### config.mk
export PLATFORM = sky130hd
export DESIGN_NAME = charge_accum_ctrl
export DESIGN_NICKNAME = d
export VERILOG_FILES = /design/src/rtl/charge_accum_pkg.sv /design/src/rtl/charge_accum_ctrl.sv
export SDC_FILE = /design/constraint.sdc
export NUM_CORES = 1
export LEC_CHECK = 0
export BUFFER_PORTS_ARGS = -buffer_cell sky130_fd_sc_hd__buf_2
export CELL_PAD_IN_SITES_DETAIL_PLACEMENT = 1
export CELL_PAD_IN_SITES_GLOBAL_PLACEMENT = 1
export CORE_ASPECT_RATIO = 2
export CORE_UTILIZATION = 42
export CTS_BUF_LIST = sky130_fd_sc_hd__clkbuf_16
export DETAILED_ROUTE_END_ITERATION = 8
export PLACE_DENSITY = 0.93
export SLEW_MARGIN = 20
export SYNTH_ARGS = -nofsm -noshare
export SYNTH_HDL_FRONTEND = slang
export SYNTH_SLANG_ARGS = --single-unit
export TNS_END_PERCENT = 100
### constraint.sdc
create_clock -name clk -period 13.38 [get_ports clk]
set_clock_uncertainty 0.2 [all_clocks]
set_input_delay 2.007 -clock clk [delete_from_list [all_inputs] [get_ports clk]]
set_output_delay 2.007 -clock clk [all_outputs]
set_load 0.01 [all_outputs]
### src/rtl/charge_accum_pkg.sv
// Shared types, default widths and the saturating adder for the charge accumulator controller.
package charge_accum_pkg;

    localparam int DEFAULT_ADDR_W   = 8;
    localparam int DEFAULT_DATA_W   = 16;
    localparam int DEFAULT_WEIGHT_W = 8;

    typedef enum logic {
        OP_ADD = 1'b0,
        OP_CLR = 1'b1
    } op_t;

    typedef logic [1:0] state_t;

    localparam state_t ST_INIT  = 2'd0;
    localparam state_t ST_RUN   = 2'd1;
    localparam state_t ST_DRAIN = 2'd2;

    // Operands arrive already sign-extended to 32 bits; the extra sum bit means
    // the pre-clamp value can never wrap for any width up to 31.
    function automatic logic signed [31:0] sat_add(input logic signed [31:0] a,
                                                   input logic signed [31:0] b,
                                                   input int width);
        logic signed [32:0] sum;
        logic signed [32:0] max_v;
        logic signed [32:0] min_v;
        sum   = $signed({a[31], a}) + $signed({b[31], b});
        max_v = (33'sd1 <<< (width - 1)) - 33'sd1;
        min_v = -(33'sd1 <<< (width - 1));
        if (sum > max_v) begin
            sum = max_v;
        end else if (sum < min_v) begin
            sum = min_v;
        end
        return sum[31:0];
    endfunction

endpackage

### src/rtl/charge_accum_ctrl.sv
// Read-modify-write controller for the accumulated-charge RAM: arbitration, 2-stage
// saturating update with one-deep forwarding, and a full zeroing sweep.
module charge_accum_ctrl
    import charge_accum_pkg::*;
#(
    parameter int ADDR_W   = DEFAULT_ADDR_W,
    parameter int DATA_W   = DEFAULT_DATA_W,
    parameter int WEIGHT_W = DEFAULT_WEIGHT_W
) (
    input  logic                clk,
    input  logic                reset,
    input  logic                add_valid,
    output logic                add_ready,
    input  logic [ADDR_W-1:0]   add_addr,
    input  logic [WEIGHT_W-1:0] add_weight,
    input  logic                clr_valid,
    output logic                clr_ready,
    input  logic [ADDR_W-1:0]   clr_addr,
    output logic                clr_rsp_valid,
    output logic [DATA_W-1:0]   clr_rsp_data,
    input  logic                clear_all,
    output logic                init_busy,
    output logic                ram_rd_en,
    output logic [ADDR_W-1:0]   ram_rd_addr,
    input  logic [DATA_W-1:0]   ram_rd_data,
    output logic                ram_wr_en,
    output logic [ADDR_W-1:0]   ram_wr_addr,
    output logic [DATA_W-1:0]   ram_wr_data
);

    localparam logic [ADDR_W-1:0] LAST_ADDR = {ADDR_W{1'b1}};

    state_t                      state;
    logic [ADDR_W-1:0]           sweep_addr;

    logic                        s1_valid;
    op_t                         s1_op;
    logic [ADDR_W-1:0]           s1_addr;
    logic signed [WEIGHT_W-1:0]  s1_weight;

    logic                        fwd_valid;
    logic [ADDR_W-1:0]           fwd_addr;
    logic signed [DATA_W-1:0]    fwd_data;

    logic                        run_active;
    logic                        accept_clr;
    logic                        accept_add;
    logic                        accept;
    logic [ADDR_W-1:0]           req_addr;
    logic signed [DATA_W-1:0]    operand;
    logic signed [31:0]          sat_full;
    logic signed [DATA_W-1:0]    s1_result;
    logic                        s1_write;
    logic                        init_write;
    logic                        unused_sat_hi;

    // Every output is qualified by reset so nothing leaks out while reset is held.
    assign run_active = reset && (state == ST_RUN);
    assign clr_ready  = run_active;
    assign add_ready  = run_active && !clr_valid;
    assign accept_clr = clr_valid && clr_ready;
    assign accept_add = add_valid && add_ready;
    assign accept     = accept_clr || accept_add;
    assign req_addr   = accept_clr ? clr_addr : add_addr;

    assign ram_rd_en   = accept;
    assign ram_rd_addr = accept ? req_addr : '0;

    // The RAM reads old data when the same address is written in that cycle,
    // so the previous stage-1 result must be forwarded.
    assign operand       = (fwd_valid && (fwd_addr == s1_addr)) ? fwd_data : $signed(ram_rd_data);
    assign sat_full      = sat_add(32'(operand), 32'(s1_weight), DATA_W);
    assign unused_sat_hi = ^sat_full[31:DATA_W];
    assign s1_result     = (s1_op == OP_CLR) ? '0 : sat_full[DATA_W-1:0];

    assign s1_write   = reset && s1_valid;
    assign init_write = reset && (state == ST_INIT);
    assign init_busy  = !reset || (state == ST_INIT);

    assign clr_rsp_valid = s1_write && (s1_op == OP_CLR);
    assign clr_rsp_data  = clr_rsp_valid ? operand : '0;

    always_comb begin
        ram_wr_en   = 1'b0;
        ram_wr_addr = '0;
        ram_wr_data = '0;
        if (init_write) begin
            ram_wr_en   = 1'b1;
            ram_wr_addr = sweep_addr;
        end else if (s1_write) begin
            ram_wr_en   = 1'b1;
            ram_wr_addr = s1_addr;
            ram_wr_data = s1_result;
        end
    end

    always_ff @(posedge clk) begin
        if (!reset) begin
            state      <= ST_INIT;
            sweep_addr <= '0;
            s1_valid   <= 1'b0;
            s1_op      <= OP_ADD;
            s1_addr    <= '0;
            s1_weight  <= '0;
            fwd_valid  <= 1'b0;
            fwd_addr   <= '0;
            fwd_data   <= '0;
        end else begin
            s1_valid <= accept;
            if (accept) begin
                s1_op     <= accept_clr ? OP_CLR : OP_ADD;
                s1_addr   <= req_addr;
                s1_weight <= accept_clr ? '0 : $signed(add_weight);
            end
            fwd_valid <= s1_valid;
            if (s1_valid) begin
                fwd_addr <= s1_addr;
                fwd_data <= s1_result;
            end
            // DRAIN waits for the last in-flight write before the sweep restarts.
            case (state)
                ST_INIT: begin
                    if (sweep_addr == LAST_ADDR) begin
                        state <= ST_RUN;
                    end else begin
                        sweep_addr <= sweep_addr + 1'b1;
                    end
                end
                ST_RUN: begin
                    if (clear_all) begin
                        state <= ST_DRAIN;
                    end
                end
                ST_DRAIN: begin
                    if (!s1_valid) begin
                        state      <= ST_INIT;
                        sweep_addr <= '0;
                    end
                end
                default: state <= ST_INIT;
            endcase
        end
    end

endmodule

# Word-level counts from Yosys, hierarchy flattened
# Index checks and enable logic that the tools add are counted.
[word_totals]
ramBits = 0
romBits = 0
latch_bits = 0
elab_cells = 59
ff_bits = 53
memories = 0
out_inout_bits = 54
[classes]
order_cmp = 2
div = 0
bitwise_logic = 0
muxes = 22
add_sub_neg = 2
reduce_logical = 16
mul = 0
n_shift = 0
n_eq_ne = 8
[op_table]
columns = ["operator", "n"]
rows = [
  ["2-to-1 mux 16 bit", 7],
  ["2-to-1 mux 8 bit", 7],
  ["adder 16 x 8 -> 17 bit", 1],
  ["> comparator 17 x 16 -> 1 bit (second input constant)", 1],
  ["< comparator 17 x 16 -> 1 bit (second input constant)", 1],
  ["case mux 8 bit (2 select lines)", 1],
  ["adder 8 x 1 -> 8 bit (second input constant)", 1],
  ["equality test 8 bit", 1],
  ["equality test 8 bit (second input constant)", 1],
  ["logical AND 1 bit", 8],
  ["2-to-1 mux 2 bit", 3],
  ["!= test 2 bit (second input constant)", 3],
  ["case mux 2 bit (3 select lines)", 1],
  ["AND reduction 3 bit", 2],
  ["2-to-1 mux 1 bit", 3],
  ["equality test 2 x 1 -> 1 bit (second input constant)", 1],
  ["equality test 2 bit (second input constant)", 1],
  ["zero test 1 bit", 2],
  ["zero test 2 bit", 1],
  ["logical OR 1 bit", 2],
  ["!= test 2 x 1 -> 1 bit (second input constant)", 1],
  ["nonzero test 2 bit", 1],
]

# Logic depth before layout (Yosys ltp)
# Gate-level depths: netlist of the first run.
[logic_depth]
word_depth = 10
ltp_mapped = 16
depth_no_buf = 13

# Worst setup path after synthesis of the first run
# No wires, ideal clock.
[synth_path]
kind = "input to output"
from = "input ram_rd_data[3]"
to = "output ram_wr_data[12]"
t_arrival_ns = 4.093
cell_stages = 9
required_time_ns = 11.173
path_slack_ns = 7.080
path_cell_list = "mux2_2 -> ha_1 -> o211ai_1 -> o211a_1 -> or4_4 -> nand2_4 -> nand3_4 -> buf_2 -> a21oi_1"
[synth_via]
elab_chain_cells = 8
[synth_lines]
columns = ["item", "line_no", "rtl"]
rows = [
  ["from (decl)", "charge_accum_ctrl.sv:25", "input logic [DATA_W-1:0] ram_rd_data,"],
  ["2-to-1 mux 16 bit *", "charge_accum_ctrl.sv:71", "assign operand = (fwd_valid && (fwd_addr == s1_addr)) ? fwd_data : $signed(ram_rd_data);"],
  ["adder 16 x 8 -> 17 bit *", "charge_accum_pkg.sv:27", "sum = $signed({a[31], a}) + $signed({b[31], b});"],
  ["< comparator 17 x 16 -> 1 bit", "charge_accum_pkg.sv:32", "end else if (sum < min_v) begin"],
  ["2-to-1 mux 16 bit", "charge_accum_pkg.sv:32", ""],
  ["2-to-1 mux 16 bit *", "charge_accum_pkg.sv:30", "if (sum > max_v) begin"],
  ["2-to-1 mux 16 bit *", "charge_accum_ctrl.sv:74", "assign s1_result = (s1_op == OP_CLR) ? '0 : sat_full[DATA_W-1:0];"],
  ["2-to-1 mux 16 bit *", "charge_accum_ctrl.sv:90", "end else if (s1_write) begin"],
  ["2-to-1 mux 16 bit *", "charge_accum_ctrl.sv:87", "if (init_write) begin"],
  ["to (decl)", "charge_accum_ctrl.sv:28", "output logic [DATA_W-1:0] ram_wr_data"],
]
# Every way passes the cells marked *; elsewhere a longest branch is shown, timed or not.

# Worst setup path after layout of the first run
[layout_path]
from = "input reset"
to = "output ram_wr_data[11]"
[layout_via]
elab_chain_cells = 3
[layout_lines]
columns = ["item", "line_no", "rtl"]
rows = [
  ["from (decl)", "charge_accum_ctrl.sv:11", "input logic reset,"],
  ["logical AND 1 bit", "charge_accum_ctrl.sv:76", "assign s1_write = reset && s1_valid;"],
  ["2-to-1 mux 16 bit", "charge_accum_ctrl.sv:90", ""],
  ["2-to-1 mux 16 bit *", "charge_accum_ctrl.sv:87", ""],
]
# Marked as above.

==> impl_metrics.ini, run 1 <==
[run_status]
status = finished, final reports clean

[clocking]
cts_tree = built
postCtsSetupBuffers = 0
postCtsHoldBufs = 0
cts.sink_count = 53
cts_buffer_depth = 2
cts.clk_slew.worst_paths_ns = 0.08
htree_num_levels = 2
cts_buffers = 5
cts_resized = 0
root_buffer = clkbuf_16
clk_latency_ns = 0.30

[floorplanning]
io_pins = 99
die_y_um = 136.2
die_width_um = 69.11
initial_utilization = 0.4343
die-area_mm2 = 0.009412
core_area_mm2 = 0.008708
fp-row-count = 48

[logic_synthesis]
muxShareOfSynthArea = 0.07178
synthSimpleGateAreaFrac = 0.2759
ys_seq_area_frac = 0.2805
avgSynthCellArea_um2 = 7.847
synth_xor_area_frac = 0.06021
syn_nets = 545
ys_ff_latch = 53
synth_compound_area_frac = 0.2101
synth.cell_area_mm2 = 0.003782
synth_cell_types = 57
yosysWarnings = 0
synth_top_family_by_area = simple AND/OR/NAND/NOR gates
yosys.area_share.adder = 0.06153
syn_inst = 482

[place]
post-place-ws_ns = 6.288
post-dp-hpwl_mm = 9.896
port_buffers = 98
place_congestion = 0.9025
placed_cells = 655

[route]
postRouteAntennaNets = 0
drc_errors = 0
viasPerCell = 5.903
dr.first_iter.drc_count = 176
drt_pass1_iterations = 4
num_vias = 3914
routedWlPerCell_um = 18.84
drt_wl_total_mm = 12.49

[setup_path]
cp_max_fo = 44
cp.arrival_ns = 4.94
crit_chain = buf_2, and2_1, nor2b_1, nand2_1, nand3b_1, o22ai_1, buf_2
cp-start-kind = input pin
crit_type = input pin to primary output
crit_slowest_cell = nor2b_1
cp.required_ns = 11.17
crit_family = simple AND/OR/NAND/NOR gates
cp-end-kind = primary output
cp.buffers_inverters = 2
critPathMostFrequentCell = buf_2
cpPeakStageDelay_ns = 0.78

[finish]
final_core_utilization = 0.5125
final_cells = 663
area_delta_synth_final_pct = 18.00
drive_gt1_frac = 0.2380
antenna_cells = 0
fin_nets = 625

[sta]
maxSlewHeadroom = 0.3520
setup_slack_ns = 6.235
max_clock_freq_ghz = 0.1400
hold_viol = 0
maxSlewViolCount = 0
tightest_slew_ns = 0.9700
setup_viol = 0
setup-tns-final_ns = 0
fin_crit_ns = 7.145
fin_crit_sh = 0.5340
rsz0062_at_grt = false

[global_route]
antenna_found_initial = 0
grt_pass1_wl_mm = 19.75
overflow = 0
grt_pass1_vias = 4236
grt_start_max_net_pins = 45
grtUsageTotal = 0.2685

[power_and_ir_drop]
total_power_uw = 352.4
p_leak_uw = 0.002014
irDropWorstVdd_v = 0.00007164
cellPowerDensity_mw_per_mm2 = 78.96

[run]
cap_violations = 0

[hold_path]
hp-class = register to register
[cells in the final DEF, fill, tap and decap left out, types with 16 or more instances in the layout]
| cell type | instances |
|---|---|
| and2_1 | 23 |
| nand2_1 | 89 |
| buf_2 | 98 |
| a21oi_1 | 30 |
| o211ai_1 | 16 |
| ha_1 | 17 |
| nand3_1 | 31 |
| o21ai_0 | 16 |
| a21boi_0 | 18 |
| dfxtp_1 | 53 |
[cells in the mapped netlist, drive strengths merged]
| master | number | area (um2) |
|---|---|---|
| and2 | 23 | 143.9 |
| nor3b | 3 | 22.52 |
| and3b | 1 | 8.760 |
| fa | 1 | 20.02 |
| a21oi | 30 | 150.1 |
| a31oi | 8 | 50.05 |
| mux2 | 17 | 191.4 |
| a22oi | 1 | 7.510 |
| nand2b | 3 | 18.77 |
| or2 | 2 | 12.51 |
| inv | 7 | 26.28 |
| a32oi | 3 | 26.28 |
| xnor2 | 11 | 96.34 |
| xor2 | 15 | 131.4 |
| nor4 | 2 | 27.53 |
| o211a | 2 | 20.02 |
| or3 | 3 | 23.77 |
| a21o | 4 | 30.03 |
| nand4 | 4 | 31.28 |
| o31ai | 1 | 7.510 |
| nor2b | 13 | 81.33 |
| clkbuf | 16 | 60.06 |
| a211oi | 3 | 22.52 |
| o211ai | 17 | 132.6 |
| o22ai | 7 | 43.79 |
| o21ai | 19 | 98.85 |
| o2111ai | 2 | 17.52 |
| o21a | 1 | 7.510 |
| nand3 | 33 | 182.7 |
| mux2i | 8 | 80.08 |
| o21bai | 2 | 15.01 |
| nor3 | 4 | 20.02 |
| a211o | 1 | 8.760 |
| a21boi | 18 | 135.1 |
| ha | 17 | 212.7 |
| nand3b | 3 | 22.52 |
| nand2 | 90 | 345.3 |
| buf | 11 | 65.06 |
| and3 | 5 | 31.28 |
| a221o | 1 | 10.01 |
| or4 | 2 | 18.77 |
| a2111o | 1 | 11.26 |
| dfxtp | 53 | 1061 |
| nor2 | 14 | 52.55 |
[flip-flops by register name (all words and copies together) (netlist names)]
name	count
s1_addr	8
fwd_valid	1
s1_weight	8
state	2
fwd_addr	8
fwd_data	16
sweep_addr	8
s1_op	1
s1_valid	1
[cell type report]
cell class / count / area, um2
clock inverter: 3 / 50.05
timing repair buffer: 100 / 505.5
sequential: 53 / 1061
fill: 1106 / 4245
multi-input combinational: 395 / 2570
inverter: 7 / 26.28
clock buffer: 5 / 125.1
tap: 100 / 125.1
[per-stage QoR]
step | hold slack [ns] | cell area, um2
2_1_floorplan | 0.2287 | 3782
3_3_place_gp | 0.2479 | 4288
3_5_place_dp | 0.2627 | 4288
4_1_cts | 0.2814 | 4463
5_1_grt | 0.3167 | 4463
6_report | 0.2796 | 4463
[worst paths after layout]
check	from	to	slack [ns]	cells after the start
worst min register to register	fwd_data[7]	fwd_data[7]	0.28	2
worst min-delay path	fwd_data[7]	fwd_data[7]	0.28	2
worst max-delay path	reset	ram_wr_data[11]	6.23	7
worst max register to register	s1_addr[5]	fwd_data[9]	8.75	14
[cells by family after synthesis]
logic type	Yosys count
AOI/OAI and AO/OA	121
xor gates and xnor gates	26
adders and majority gates	18
buffers and inverters	34
DFF	53
muxes	25
and+or+nand+nor	205
[routing by layer]
| metal | vias to the layer above | wire, um | global-route usage |
|---|---|---|---|
| li1 | 1877 | - | - |
| met5 | - | 0 | 0 |
| met2 | 143 | 6921 | 0.5405 |
| met4 | 0 | 815 | 0.1893 |
| met3 | 50 | 445 | 0.03262 |
| met1 | 1844 | 4312 | 0.2373 |
[worst min-delay path, stage by stage, from the launching register on]
cell,delay (ns)
dfxtp_1,0.33
nand2_1,0.05
o211ai_1,0.07
[power breakdown]
part	total, uW	internal (uW)	leakage, uW	switching (uW)
clock	159	90.2	0.0000859	68.4
sequential	159	158	0.000427	1.08
combinational	34.3	15.7	0.00150	18.6
total	352	264	0.00201	88.2
Power figures use the tool's default switching activity.
==> run 2, diff against run 1 <==
--- a/config.mk
+++ b/config.mk
@@ -9,10 +9,10 @@
 export CELL_PAD_IN_SITES_DETAIL_PLACEMENT = 1
 export CELL_PAD_IN_SITES_GLOBAL_PLACEMENT = 1
 export CORE_ASPECT_RATIO = 2
-export CORE_UTILIZATION = 42
+export CORE_UTILIZATION = 39
 export CTS_BUF_LIST = sky130_fd_sc_hd__clkbuf_16
 export DETAILED_ROUTE_END_ITERATION = 8
-export PLACE_DENSITY = 0.93
+export PLACE_DENSITY = 0.87
 export SLEW_MARGIN = 20
 export SYNTH_ARGS = -nofsm -noshare
 export SYNTH_HDL_FRONTEND = slang
==> constraint.sdc (replaced) <==
create_clock -name clk -period 7.1 [get_ports clk]
set_clock_uncertainty 0.2 [all_clocks]
set_input_delay 1.065 -clock clk [delete_from_list [all_inputs] [get_ports clk]]
set_output_delay 1.065 -clock clk [all_outputs]
set_load 0.01 [all_outputs]
==> impl_metrics.ini, run 2 (synthesis gave the netlist of run 1 again) <==
[run_status]
status = finished, final reports clean

[setup_path]
crit_slowest_cell = nor4_4
cp.arrival_ns = 5.02
crit_chain = xor2_1, nor4_1, nand3_1, nor4_4, buf_4, mux2_2, ha_1, o211ai_1, o211a_1, or4_4, o211ai_2, nand3b_1, o22ai_1, buf_2
crit_type = register to primary output
r2r_cells = 13
cp.buffers_inverters = 2
crit_family = simple AND/OR/NAND/NOR gates
cp.required_ns = 5.83
cp_max_fo = 14
cpPeakStageDelay_ns = 0.71
path_depth = 14
cp-start-kind = register
cp-end-kind = primary output

[finish]
area_delta_synth_final_pct = 17.37
final_common_cell = buf_2
regMostFlops = fwd_data
drive_gt1_frac = 0.2376
largest_reg_flops = 16
final_cell_mix = 98 x buf_2, 89 x nand2_1, 53 x dfxtp_1
fin_nets = 626
antenna_cells = 0

[clocking]
cts_buffer_depth = 2
clk_latency_ns = 0.30
cts.sink_count = 53
postCtsHoldBufs = 0
htree_num_levels = 2
cts_tree = built
cts_resized = 0
postCtsSetupBuffers = 0
root_buffer = clkbuf_16
cts.clk_slew.worst_paths_ns = 0.07
cts_buffers = 5

[place]
post-dp-hpwl_mm = 9.631
place_congestion = 0.9224
post-place-ws_ns = 1.152
port_buffers = 98

[route]
dr.first_iter.drc_count = 126
drt_pass1_iterations = 4
highest_layer = met4
drt_wl_total_mm = 12.31
met2_length_mm = 7.018
routedWlPerCell_um = 18.43
wl_met3_um = 495
drt-met1-wl_mm = 4.256
postRouteAntennaNets = 0
drc_errors = 0
num_vias = 3951
viasPerCell = 5.915

[sta]
tightest_slew_ns = 0.9159
fin_crit_ns = 6.290
rsz0062_at_grt = false
setup_slack_ns = 0.8105
maxSlewViolCount = 0
setup-tns-final_ns = 0
fin_crit_sh = 0.8858
setup_viol = 0
max_clock_freq_ghz = 0.1590
maxSlewHeadroom = 0.3848
hold_viol = 0

[floorplanning]
die-area_mm2 = 0.01012
io_pins = 99
core_area_mm2 = 0.009384
initial_utilization = 0.4031
die_width_um = 71.64
fp-row-count = 50
die_y_um = 141.3

[run]
cap_violations = 0

[power_and_ir_drop]
irDropWorstVdd_v = 0.00008950
p_sw_frac = 0.2525
power.clock.fraction = 0.401
seq_power_share = 0.492
p_leak_uw = 0.002008
internal-power_uw = 456.7
cellPowerDensity_mw_per_mm2 = 137.6
p_sw_uw = 154.2
pwr-share-comb = 0.107

[global_route]
overflow = 0
grtUsageTotal = 0.2532
grt_pass1_wl_mm = 19.98
grt_pass1_vias = 4225
grt_start_max_net_pins = 45
antenna_found_initial = 0

[hold_path]
hold-path-cell-count = 2
hp-class = register to register
==> run 2: cell types whose count changed in the layout (fill, tap and decap cells not counted) <==
cell	change
inv_8	-1
buf_4	+1
inv_1	+1
clkinv_2	+2
clkinv_4	-1
bufinv_16	-1
==> run 2: worst register-to-register path, stage by stage (launching register included) <==
cell and delay (ns):
dfxtp_1 0.35, xor2_1 0.16, nor4_1 0.31, nand3_1 0.16
nor4_4 0.71, buf_4 0.29, mux2_2 0.36, ha_1 0.38
o211ai_1 0.17, o211a_1 0.32, or4_4 0.53, o211ai_2 0.26
nand2_1 0.37, o211ai_1 0.27
==> run 2: area by class of cell <==
cell class / instances / area [um2]
clock inverter: 3 / 13.76
clock buffer: 5 / 125.1
tap: 104 / 130.1
multi-input combinational: 395 / 2570
timing repair buffer: 101 / 513.0
fill: 1204 / 4945
sequential: 53 / 1061
inverter: 7 / 26.28
==> run 2: power groups by stage <==
| stage | logic (uW) | registers [uW] | clock network, uW |
|---|---|---|---|
| 5_1_grt | 71.5 | 301 | 261 |
| 4_1_cts | 65.2 | 300 | 251 |
| 3_5_place_dp | 64.9 | 307 | 0 |
| 6_report | 65.3 | 300 | 245 |
| 3_3_place_gp | 62.8 | 307 | 0 |
| 2_1_floorplan | 39.8 | 307 | 0 |
==> run 2: metal layers <==
| layer | vias up | global-route usage |
|---|---|---|
| li1 | 1869 | - |
| met1 | 1909 | 0.2318 |
| met2 | 135 | 0.5089 |
| met3 | 38 | 0.03267 |
| met4 | 0 | 0.1414 |
| met5 | - | 0 |
==> run 2: per-stage QoR <==
| stage | utilization | hold slack, ns | instance area, um2 | std cells | total power (uW) |
|---|---|---|---|---|---|
| floorplan | - | 0.2287 | 3782 | 482 | 346.7 |
| global placement | 0.4583 | 0.2448 | 4300 | 660 | 370.1 |
| detailed placement | 0.4583 | 0.2536 | 4300 | 660 | 372.3 |
| CTS | 0.4731 | 0.2757 | 4439 | 668 | 616.2 |
| global route | 0.4731 | 0.3092 | 4439 | 668 | 633.6 |
| finish | 0.4731 | 0.2744 | 4439 | 668 | 610.9 |
==> run 2: worst paths after layout <==
path	from	slack [ns]	end
hold / removal	fwd_data[10]	0.27	fwd_data[10]
setup / recovery	s1_addr[4]	0.81	ram_wr_data[10]
setup reg to reg	s1_addr[4]	2.18	fwd_data[12]
hold reg to reg	fwd_data[10]	0.27	fwd_data[10]
==> run 3, diff against run 2 <==
--- a/config.mk
+++ b/config.mk
@@ -13,6 +13,7 @@
 export CTS_BUF_LIST = sky130_fd_sc_hd__clkbuf_16
 export DETAILED_ROUTE_END_ITERATION = 8
 export PLACE_DENSITY = 0.87
+export REMOVE_ABC_BUFFERS = 1
 export SLEW_MARGIN = 20
 export SYNTH_ARGS = -nofsm -noshare
 export SYNTH_HDL_FRONTEND = slang
==> impl_metrics.ini, run 3 (synthesis gave the netlist of run 1 again) <==
[floorplanning]
io_pins = 99
initial_utilization = 0.4031
die-area_mm2 = 0.01012
core_area_mm2 = 0.009384
die_width_um = 71.64
die_y_um = 141.3
fp-row-count = 50

[route]
drt_wl_total_mm = 13.09
num_vias = 3903
routedWlPerCell_um = 19.54
postRouteAntennaNets = 0
drc_errors = 0
viasPerCell = 5.825
dr.first_iter.drc_count = 128
drt_pass1_iterations = 4

[setup_path]
cp.required_ns = 5.83
cpPeakStageDelay_ns = 0.54
crit_type = register to primary output
r2r_setup_slack_ns = 2.57
cp_max_fo = 16
cp-end-kind = primary output
cp-start-kind = register
cp.buffers_inverters = 2
regToRegStartpoint = s1_addr[5]
crit_slowest_cell = o211ai_2
crit_chain = xor2_1, nor4_1, nand3_1, nor4_4, buf_4, mux2_2, ha_1, a21oi_1, o21ai_1, a211o_1, o211ai_2, nand3b_1, o22ai_1, buf_2
crit_family = compound AO/OA/AOI/OAI gates
timing.rr.end = fwd_data[5]
r2r_cells = 13
cp.arrival_ns = 4.48

[global_route]
overflow = 0
grt_pass1_wl_mm = 21.19
grt_pass1_vias = 4349
grtUsageTotal = 0.2707
grt_start_max_net_pins = 45
antenna_found_initial = 0

[power_and_ir_drop]
seq_power_share = 0.464
power.clock.fraction = 0.435
p_sw_uw = 155.6
pwr-share-comb = 0.102
cellPowerDensity_mw_per_mm2 = 144.7
p_leak_uw = 0.002026
irDropWorstVdd_v = 0.0001167
internal-power_uw = 492.3
p_sw_frac = 0.2402

[place]
port_buffers = 98
post-dp-hpwl_mm = 10.19
place_congestion = 0.9634

[finish]
final_common_cell = buf_2
drive_gt1_frac = 0.2385
largest_reg_flops = 16
antenna_cells = 0
area_delta_synth_final_pct = 18.39
final_cell_mix = 98 x buf_2, 89 x nand2_1, 53 x dfxtp_1
fin_nets = 628
regMostFlops = fwd_data
final_core_utilization = 0.4772

[sta]
maxSlewHeadroom = 0.5158
rsz0062_at_grt = false
setup_viol = 0
fin_crit_sh = 0.8089
fin_crit_ns = 5.743
tightest_slew_ns = 0.7263
hold_viol = 0
setup-tns-final_ns = 0
max_clock_freq_ghz = 0.1741
maxSlewViolCount = 0

[clocking]
cts_buffers = 5
cts.clk_slew.worst_paths_ns = 0.07
htree_num_levels = 2
postCtsSetupBuffers = 0
clk_latency_ns = 0.30
postCtsHoldBufs = 0
cts.sink_count = 53
cts_resized = 0
root_buffer = clkbuf_16
cts_buffer_depth = 2
cts_tree = built

[hold_path]
hold-path-cell-count = 2
hp-class = register to register
hold_end = fwd_data[13]
min_from = fwd_data[13]

[run]
cap_violations = 0

[run_status]
status = finished, final reports clean
==> run 3: power by group through the flow <==
stage	Combinational, uW	Clock, uW	Sequential (uW)
floorplan	37.4	0	307
global placement	63.3	0	307
detailed placement	65.6	0	307
CTS	65.7	287	300
global route	72.6	296	301
finish	65.9	282	300
==> run 3: final cells by class <==
cell class	instances	area, um2
timing repair buffer	103	528.0
clock buffer	5	125.1
clock inverter	3	37.54
multi-input combinational	395	2570
sequential	53	1061
inverter	7	26.28
tap	104	130.1
fill	1200	4906
==> run 3: metal layers <==
layer | track usage | wire length, um
met3 | 0.03338 | 409
met1 | 0.2441 | 4399
met2 | 0.5382 | 7468
met5 | 0 | 0
met4 | 0.1744 | 814
==> run 3: worst max-delay path by stage <==
stage	cells past startpoint	endpoint	slack, ns	start
after global placement	15	ram_wr_data[10]	1.90	s1_addr[5]
final	14	ram_wr_data[10]	1.36	s1_addr[5]
after detailed placement	14	ram_wr_data[13]	1.71	s1_addr[5]
after CTS	14	ram_wr_data[13]	1.37	s1_addr[5]
after floorplan	12	ram_wr_data[10]	2.10	s1_addr[5]
after global routing	14	ram_wr_data[13]	1.03	s1_addr[5]
==> run 3: worst min-delay path: cells and delay by family, from the launching register on <==
| family | cells | cell delay, ns |
|---|---|---|
| flops | 1 | 0.33 |
| compound gates | 1 | 0.06 |
| simple gates | 1 | 0.05 |
==> run 3: per-stage QoR <==
step / setup slack [ns] / hold WS, ns / instances / cell area (um2) / power (uW)
2_1_floorplan: 2.097 / 0.2287 / 455 / 3657 / 344.3
3_3_place_gp: 1.901 / 0.2476 / 662 / 4315 / 370.6
3_5_place_dp: 1.711 / 0.2567 / 662 / 4315 / 373.0
4_1_cts: 1.367 / 0.2735 / 670 / 4478 / 653.1
5_1_grt: 1.034 / 0.2947 / 670 / 4478 / 669.4
6_report: 1.357 / 0.2725 / 670 / 4478 / 648.0
